**config.mk**
```make
export PLATFORM = sky130hd
export DESIGN_NAME = pipe_regfile_snap
export DESIGN_NICKNAME = d
export VERILOG_FILES = /design/src/rtl/pipe_pkg.sv /design/src/rtl/change_mask_acc.sv /design/src/rtl/pipe_regfile_snap.sv
export SDC_FILE = /design/constraint.sdc
export NUM_CORES = 2
export LEC_CHECK = 0
export BUFFER_PORTS_ARGS = -buffer_cell sky130_fd_sc_hd__buf_2
export CORE_MARGIN = 1
export CORE_UTILIZATION = 45
export CTS_CLUSTER_DIAMETER = 60
export CTS_CLUSTER_SIZE = 40
export DETAILED_ROUTE_END_ITERATION = 8
export SLEW_MARGIN = 20
export SYNTH_ARGS = -nofsm -noshare
export SYNTH_HDL_FRONTEND = slang
export SYNTH_HIERARCHICAL = 1
export SYNTH_SLANG_ARGS = --single-unit
```
**constraint.sdc**
```tcl
create_clock -name clk -period 4.11 [get_ports clk]
set_input_delay 0.822 -clock clk [delete_from_list [all_inputs] [get_ports clk]]
set_output_delay 0.822 -clock clk [all_outputs]
set_load 0.005 [all_outputs]
```
**src/rtl/pipe_pkg.sv**
```systemverilog
// Shared constants for the pipeline register file: default widths, zero-register
// index and the layout of the per-register change mask (GPRs, then HI, then LO).
package pipe_pkg;

    localparam int DATA_W_DEF = 32;
    localparam int REG_AW_DEF = 5;
    localparam int ZERO_REG   = 0;

    function automatic int hi_idx(input int num_gpr);
        return num_gpr;
    endfunction

    function automatic int lo_idx(input int num_gpr);
        return num_gpr + 1;
    endfunction

    function automatic int mask_w(input int num_gpr);
        return num_gpr + 2;
    endfunction

    localparam int MASK_W_DEF = mask_w(32);

endpackage

```
**src/rtl/change_mask_acc.sv**
```systemverilog
// Accumulates per-register change bits between snapshot strobes and counts
// snapshots with a saturating counter.
module change_mask_acc
    import pipe_pkg::*;
#(
    parameter int MASK_W = MASK_W_DEF,
    parameter int CNT_W  = 20
) (
    input  logic              clk,
    input  logic              rst,
    input  logic [MASK_W-1:0] chg,
    input  logic              snap_en,
    output logic [MASK_W-1:0] change_mask,
    output logic [CNT_W-1:0]  cycle_cnt
);

    logic [MASK_W-1:0] pending;

    // Pending resets to all ones so the first snapshot after reset is a full dump.
    always_ff @(posedge clk or negedge rst) begin
        if (!rst) begin
            pending     <= '1;
            change_mask <= '0;
            cycle_cnt   <= '0;
        end else if (snap_en) begin
            change_mask <= pending | chg;
            pending     <= '0;
            if (cycle_cnt != '1) begin
                cycle_cnt <= cycle_cnt + 1'b1;
            end
        end else begin
            pending <= pending | chg;
        end
    end

endmodule

```
**src/rtl/pipe_regfile_snap.sv**
```systemverilog
// Architectural register file (GPRs + HI/LO) with snapshot change tracking.
// Define RF_BYPASS_EN to forward same-cycle writes onto the read ports and hi/lo.
module pipe_regfile_snap
    import pipe_pkg::*;
#(
    parameter int NUM_GPR      = 32,
    parameter int NUM_RD_PORTS = 2,
    parameter int DATA_W       = DATA_W_DEF,
    parameter int REG_AW       = REG_AW_DEF,
    parameter int CNT_W        = 20
) (
    input  logic                           clk,
    input  logic                           rst,
    input  logic                           we,
    input  logic [REG_AW-1:0]              waddr,
    input  logic [DATA_W-1:0]              wdata,
    input  logic                           hilo_we,
    input  logic [DATA_W-1:0]              hi_wdata,
    input  logic [DATA_W-1:0]              lo_wdata,
    input  logic [NUM_RD_PORTS*REG_AW-1:0] raddr,
    output logic [NUM_RD_PORTS*DATA_W-1:0] rdata,
    output logic [DATA_W-1:0]              hi,
    output logic [DATA_W-1:0]              lo,
    input  logic                           snap_en,
    output logic [NUM_GPR+1:0]             change_mask,
    output logic [CNT_W-1:0]               cycle_cnt
);

    localparam int MW   = mask_w(NUM_GPR);
    localparam int HI_B = hi_idx(NUM_GPR);
    localparam int LO_B = lo_idx(NUM_GPR);

    logic [DATA_W-1:0] gpr [NUM_GPR];
    logic [DATA_W-1:0] hi_q;
    logic [DATA_W-1:0] lo_q;
    logic              wr_eff;
    logic [MW-1:0]     chg;
    logic [REG_AW-1:0] ra;

    assign wr_eff = we && (waddr != REG_AW'(ZERO_REG)) && (32'(waddr) < 32'(NUM_GPR));

    // A bit is raised only when the stored value actually changes.
    always_comb begin
        chg = '0;
        for (int i = 1; i < NUM_GPR; i++) begin
            chg[i] = wr_eff && (waddr == REG_AW'(i)) && (wdata != gpr[i]);
        end
        chg[HI_B] = hilo_we && (hi_wdata != hi_q);
        chg[LO_B] = hilo_we && (lo_wdata != lo_q);
    end

    always_ff @(posedge clk or negedge rst) begin
        if (!rst) begin
            for (int i = 0; i < NUM_GPR; i++) begin
                gpr[i] <= '0;
            end
            hi_q <= '0;
            lo_q <= '0;
        end else begin
            for (int i = 1; i < NUM_GPR; i++) begin
                if (wr_eff && (waddr == REG_AW'(i))) begin
                    gpr[i] <= wdata;
                end
            end
            if (hilo_we) begin
                hi_q <= hi_wdata;
                lo_q <= lo_wdata;
            end
        end
    end

    // Address 0 and out-of-range addresses match no entry and read as zero.
    always_comb begin
        rdata = '0;
        ra    = '0;
        for (int k = 0; k < NUM_RD_PORTS; k++) begin
            ra = raddr[k*REG_AW +: REG_AW];
            for (int i = 1; i < NUM_GPR; i++) begin
                if (ra == REG_AW'(i)) begin
                    rdata[k*DATA_W +: DATA_W] = gpr[i];
                end
            end
`ifdef RF_BYPASS_EN
            if (wr_eff && (ra == waddr)) begin
                rdata[k*DATA_W +: DATA_W] = wdata;
            end
`endif
        end
    end

`ifdef RF_BYPASS_EN
    assign hi = hilo_we ? hi_wdata : hi_q;
    assign lo = hilo_we ? lo_wdata : lo_q;
`else
    assign hi = hi_q;
    assign lo = lo_q;
`endif

    change_mask_acc #(
        .MASK_W (MW),
        .CNT_W  (CNT_W)
    ) u_acc (
        .clk         (clk),
        .rst         (rst),
        .chg         (chg),
        .snap_en     (snap_en),
        .change_mask (change_mask),
        .cycle_cnt   (cycle_cnt)
    );

endmodule

```
Word level (Yosys, flattened, before mapping). Cells that the tools add are included.

Register bits after elaboration: 1144. Bits of input ports: 116. Output and inout port bits: 182. Word-level logic and storage cells: 295.

$add $sub $neg: 1. Eq/ne operators: 127. Mux-type cells: 63. Bitwise gates (word level): 1. Reductions and logical operators: 67.

Operators with widths (count): 2-to-1 mux 32 bit (62); inequality test 32 bit (33); == test 5 bit, second input constant (48); == test 5 x 4 -> 1 bit, second input constant (24); logical AND 1 bit (65); == test 5 x 3 -> 1 bit, second input constant (12); 2-to-1 mux 34 bit (1); bitwise OR 34 bit (1); == test 5 x 2 -> 1 bit, second input constant (6); adder 20 x 1 -> 20 bit, second input constant (1); inequality test 20 bit, second input constant (1); == test 5 x 1 -> 1 bit, second input constant (3); nonzero test 5 bit (1); AND reduction 2 bit (1).

Longest topological paths before layout.
Word-level depth: 32. Mapped depth: 12. Mapped depth without buffers: 7.

Modules after synthesis. Netlist, hierarchy kept.

Modules (own cells, without submodules): pipe_regfile_snap (times used 1, cells an instance 6930, area an instance 69576.7 sq um, seq. area each 26425.3 sq um); change_mask_acc (times used 1, cells an instance 304, area an instance 3370.7 sq um, seq. area each 2244.7 sq um).

Least setup slack after synthesis. No wires, ideal clock.

Path type: input to output. From: in raddr[7]. To: out rdata[42]. Arrival time: 2.594 ns. Required time: 3.288 ns. Setup slack: 0.694 ns. Stages: 9. Buffers on the path: 3. Cell sequence: buf_2 -> buf_2 -> nor3b_1 -> buf_2 -> nand2_1 -> o21ai_0 -> or4_1 -> a221oi_1 -> a2bb2oi_1.

Word-level cells in the longest chain between the ends: 32. Elaborated cells between the ends (all ways): 62. Classes of those cells: eq/ne (31); mux (31).

Ends and longest elaborated chain: start, declared (line pipe_regfile_snap.sv:20) `input logic [NUM_RD_PORTS*REG_AW-1:0] raddr,`; == test 5 x 1 -> 1 bit (line pipe_regfile_snap.sv:79) `if (ra == REG_AW'(i)) begin`; 2-to-1 mux 32 bit (30 in series) (line pipe_regfile_snap.sv:79); 2-to-1 mux 32 bit (*) (line pipe_regfile_snap.sv:79); end, declared (line pipe_regfile_snap.sv:21) `output logic [NUM_RD_PORTS*DATA_W-1:0] rdata,`.

Every way passes the cells marked *; elsewhere a longest branch is shown, timed or not.

Final worst setup path.
From: in raddr[5]. To: out rdata[60].

The elaborated chain is that of the path after synthesis.

==> summary.txt <==
Die
  • Cell Rows: 147
  • Full die area: 164,000 um^2
  • Initial core utilization: 0.454
  • Die Ht: 405 um
  • Core area: 161,000 um^2
  • IO Pins: 298
  • Die Wd: 405 um

Detailed routing
  • Via count: 79,300
  • Wire per inst: 46.6 um
  • Drt drc: 0
  • Initial DRC Count: 14,800
  • WL final: 509,000 um
  • Final antenna-violating net count: 0
  • TritonRoute pass-1 iters: 7
  • DR vias/cell: 7.26

Status
  • Status: complete, but fails checks
  • Failing checks: negative setup slack

Synth
  • Synth top cells by count: mux2_2, dfrtp_1, xnor2_1, o21ai_0, clkbuf_1
  • Register area share after synthesis: 0.393
  • Cell taking the most area after synthesis: dfrtp_1
  • Cells after Synth: 7,234
  • Most common cell in the netlist: mux2_2
  • Post-synth EDFFs: 0
  • Synth warn: 6
  • Syn_area_per_cell: 10.1 um^2
  • Most used flip-flop cell after synthesis: dfrtp_1
  • Yosys reg bits: 1,144
  • Ys async rst share: 1.00
  • Mapped Area: 72,900 um^2
  • Largest cells by area after synthesis: dfrtp_1, mux2_2, xnor2_1
  • Net count after synthesis: 7,351
  • Synth cell types: 95
  • Area share of the largest cell type after synthesis: 0.381

Pwr
  • Total Power: 41.9 mW
  • Peak supply drop: 0.000405 V
  • Pwr dens: 425 nW/um^2
  • P_leak: 40.8 nW

Timing
  • RSZ-0062 raised after global routing: yes
  • Least-Margin Pin Slew: 1220 ps
  • Final Hold Fails: 0
  • Final worst path period share: 1.19
  • Fmax: 0.204 GHz
  • Period minus WS final: 4910 ps
  • Fin Clk Skew: 37.8 ps
  • Slew Limit Fails: 0
  • Setup Viol. Count Final: 64
  • Post-route setup slack: -800 ps
  • Rel. slew slack: 0.182

Worst setup path
  • Worst Setup EP: rdata[60]
  • Flop-to-flop setup slack: 1430 ps
  • R2R cell count: 6
  • Worst setup path category: in -> out
  • Max FO, Critical Path: 6
  • RR Endpoint: u_acc/change_mask[29]
  • Critical Path Start: raddr[5]
  • Worst R2R Start: gpr[92]
  • Required time of the critical path: 3290 ps
  • Critical path launch point type: primary input
  • Worst Path Arrival: 4090 ps
  • Crit end category: primary output

CTS
  • H-tree depth: 3
  • CTS tree: done
  • Clock transition at the registers of the reported paths: 70 ps
  • CTS Hold Buffers Added: 0
  • Worst skew pair latency: 800 ps
  • CTS Buf Count: 93
  • Clk sinks: 1,144
  • Clock Tree Root: clkbuf_16
  • Clock buffer depth: 3

Global route
  • Global-route wire length before repair: 669,000 um
  • GRT Resource Usage Total: 0.605
  • Largest net degree at the start of global routing: 121
  • Initial antenna violation count: 56
  • Total global routing overflow: 0
  • Vias in the first global route: 74,900

Place
  • GP Congestion: 1.26
  • Port bufs: 297
  • Hpwl dp: 397,000 um
  • Placed cells: 10,600

Cells and area
  • Post-route insts no fill: 10,900
  • Fillcell total: 13,400
  • Layout Utilization: 0.614
  • Layout cells sized above 1: 0.453
  • Nets: 8,772
  • Area grow syn2layout: 35.2%

Flow run
  • Max Cap Viol: 0

Worst hold path
  • Hold crit path type: in -> async
-- layout by cell type, fill, tap and decap left out, drive strengths merged, types with 65 or more instances in the layout --
cell type	count
a21oi	366
a221oi	65
a22oi	126
buf	1981
clkbuf	114
dfrtp	1110
mux2	1142
mux2i	123
nand2	301
nand3	78
nand4	281
nor2	401
nor4	82
o21ai	467
o22ai	196
xnor2	1063
-- state kept, by name, summed over array words and instances (netlist names) --
name / count
gpr: 992
hi: 32
lo: 32
u_acc/change_mask: 34
u_acc/cycle_cnt: 20
u_acc/pending: 34
-- power by group --
group	leakage [nW]	switching (mW)	internal (mW)	total, mW
clock network	1.69	5.22	5.25	10.5
registers	14.4	5.04	13.2	18.3
logic	24.7	7.09	6.07	13.2
total	40.8	17.3	24.6	41.9
-- how the worst min path moves through the flow --
stage	cells after the start	slack (ps)	endpoint
after floorplan	1	480	u_acc/cycle_cnt[19]
after global placement	1	480	u_acc/cycle_cnt[14]
after detailed placement	1	500	u_acc/cycle_cnt[14]
after CTS	1	50	gpr[64]
after global routing	1	60	gpr[64]
final	1	1	gpr[64]
-- metal layers --
metal | wire length [um] | GRT usage | vias to the layer above
met5 | 958 | 0.0494 | -
met4 | 55500 | 0.491 | 48
met1 | 176000 | 0.708 | 39400
met2 | 191000 | 0.796 | 7941
li1 | - | - | 29400
met3 | 85800 | 0.335 | 2550
-- through the flow --
step                hold slack (ps)  TNS, ps  cell area (um^2)  worst slack (ps)
floorplan                       478        0             72900               694
global placement                477   -41510             88200             -2140
detailed placement              500   -40070             88200             -2110
CTS                            50.2    -5780             96300              -456
global route                   62.4   -11990             98600              -567
finish                         1.48   -16160             98600              -800
-- layout make-up --
type / instances / area [um^2] / area share
multi-input cells: 5405 / 45800 / 0.464
flip-flops and latches: 1144 / 28700 / 0.291
repair buffers: 1987 / 17800 / 0.180
well taps: 2160 / 2700 / 0.0274
clock buffers: 110 / 2500 / 0.0254
clock inverters: 65 / 1030 / 0.0104
inverters: 24 / 106 / 0.00108
diodes: 36 / 90.1 / 0.000913
-- cells by family after synthesis --
group	synth area share
AO/OA/AOI/OAI	0.146
XOR/XNOR	0.129
adder cells (fa/ha/maj)	0.000171
buffers and inverters	0.0389
flip-flops	0.393
multiplexers	0.198
other	0.0000514
AND/OR/NAND/NOR	0.0953
-- repair_timing --
| item | CTS | global route |
|---|---|---|
| setup endpoints to repair | 64 | 64 |
| resized for setup | 801 | 429 |
| gates cloned | 5 | 0 |
| setup buffers | 123 | 84 |
| pin swaps | 186 | 241 |
-- critical path, stage by stage --
cell and delay [ps]:
clkbuf_16 160, buf_12 160, buf_6 120, buf_12 120
mux2i_2 150, o21ai_2 280, o21ai_4 140, or3_4 470
a222oi_1 800, buf_4 320, o21ai_2 90, a22oi_2 250
buf_2 160
Power figures use the tool's default switching activity.
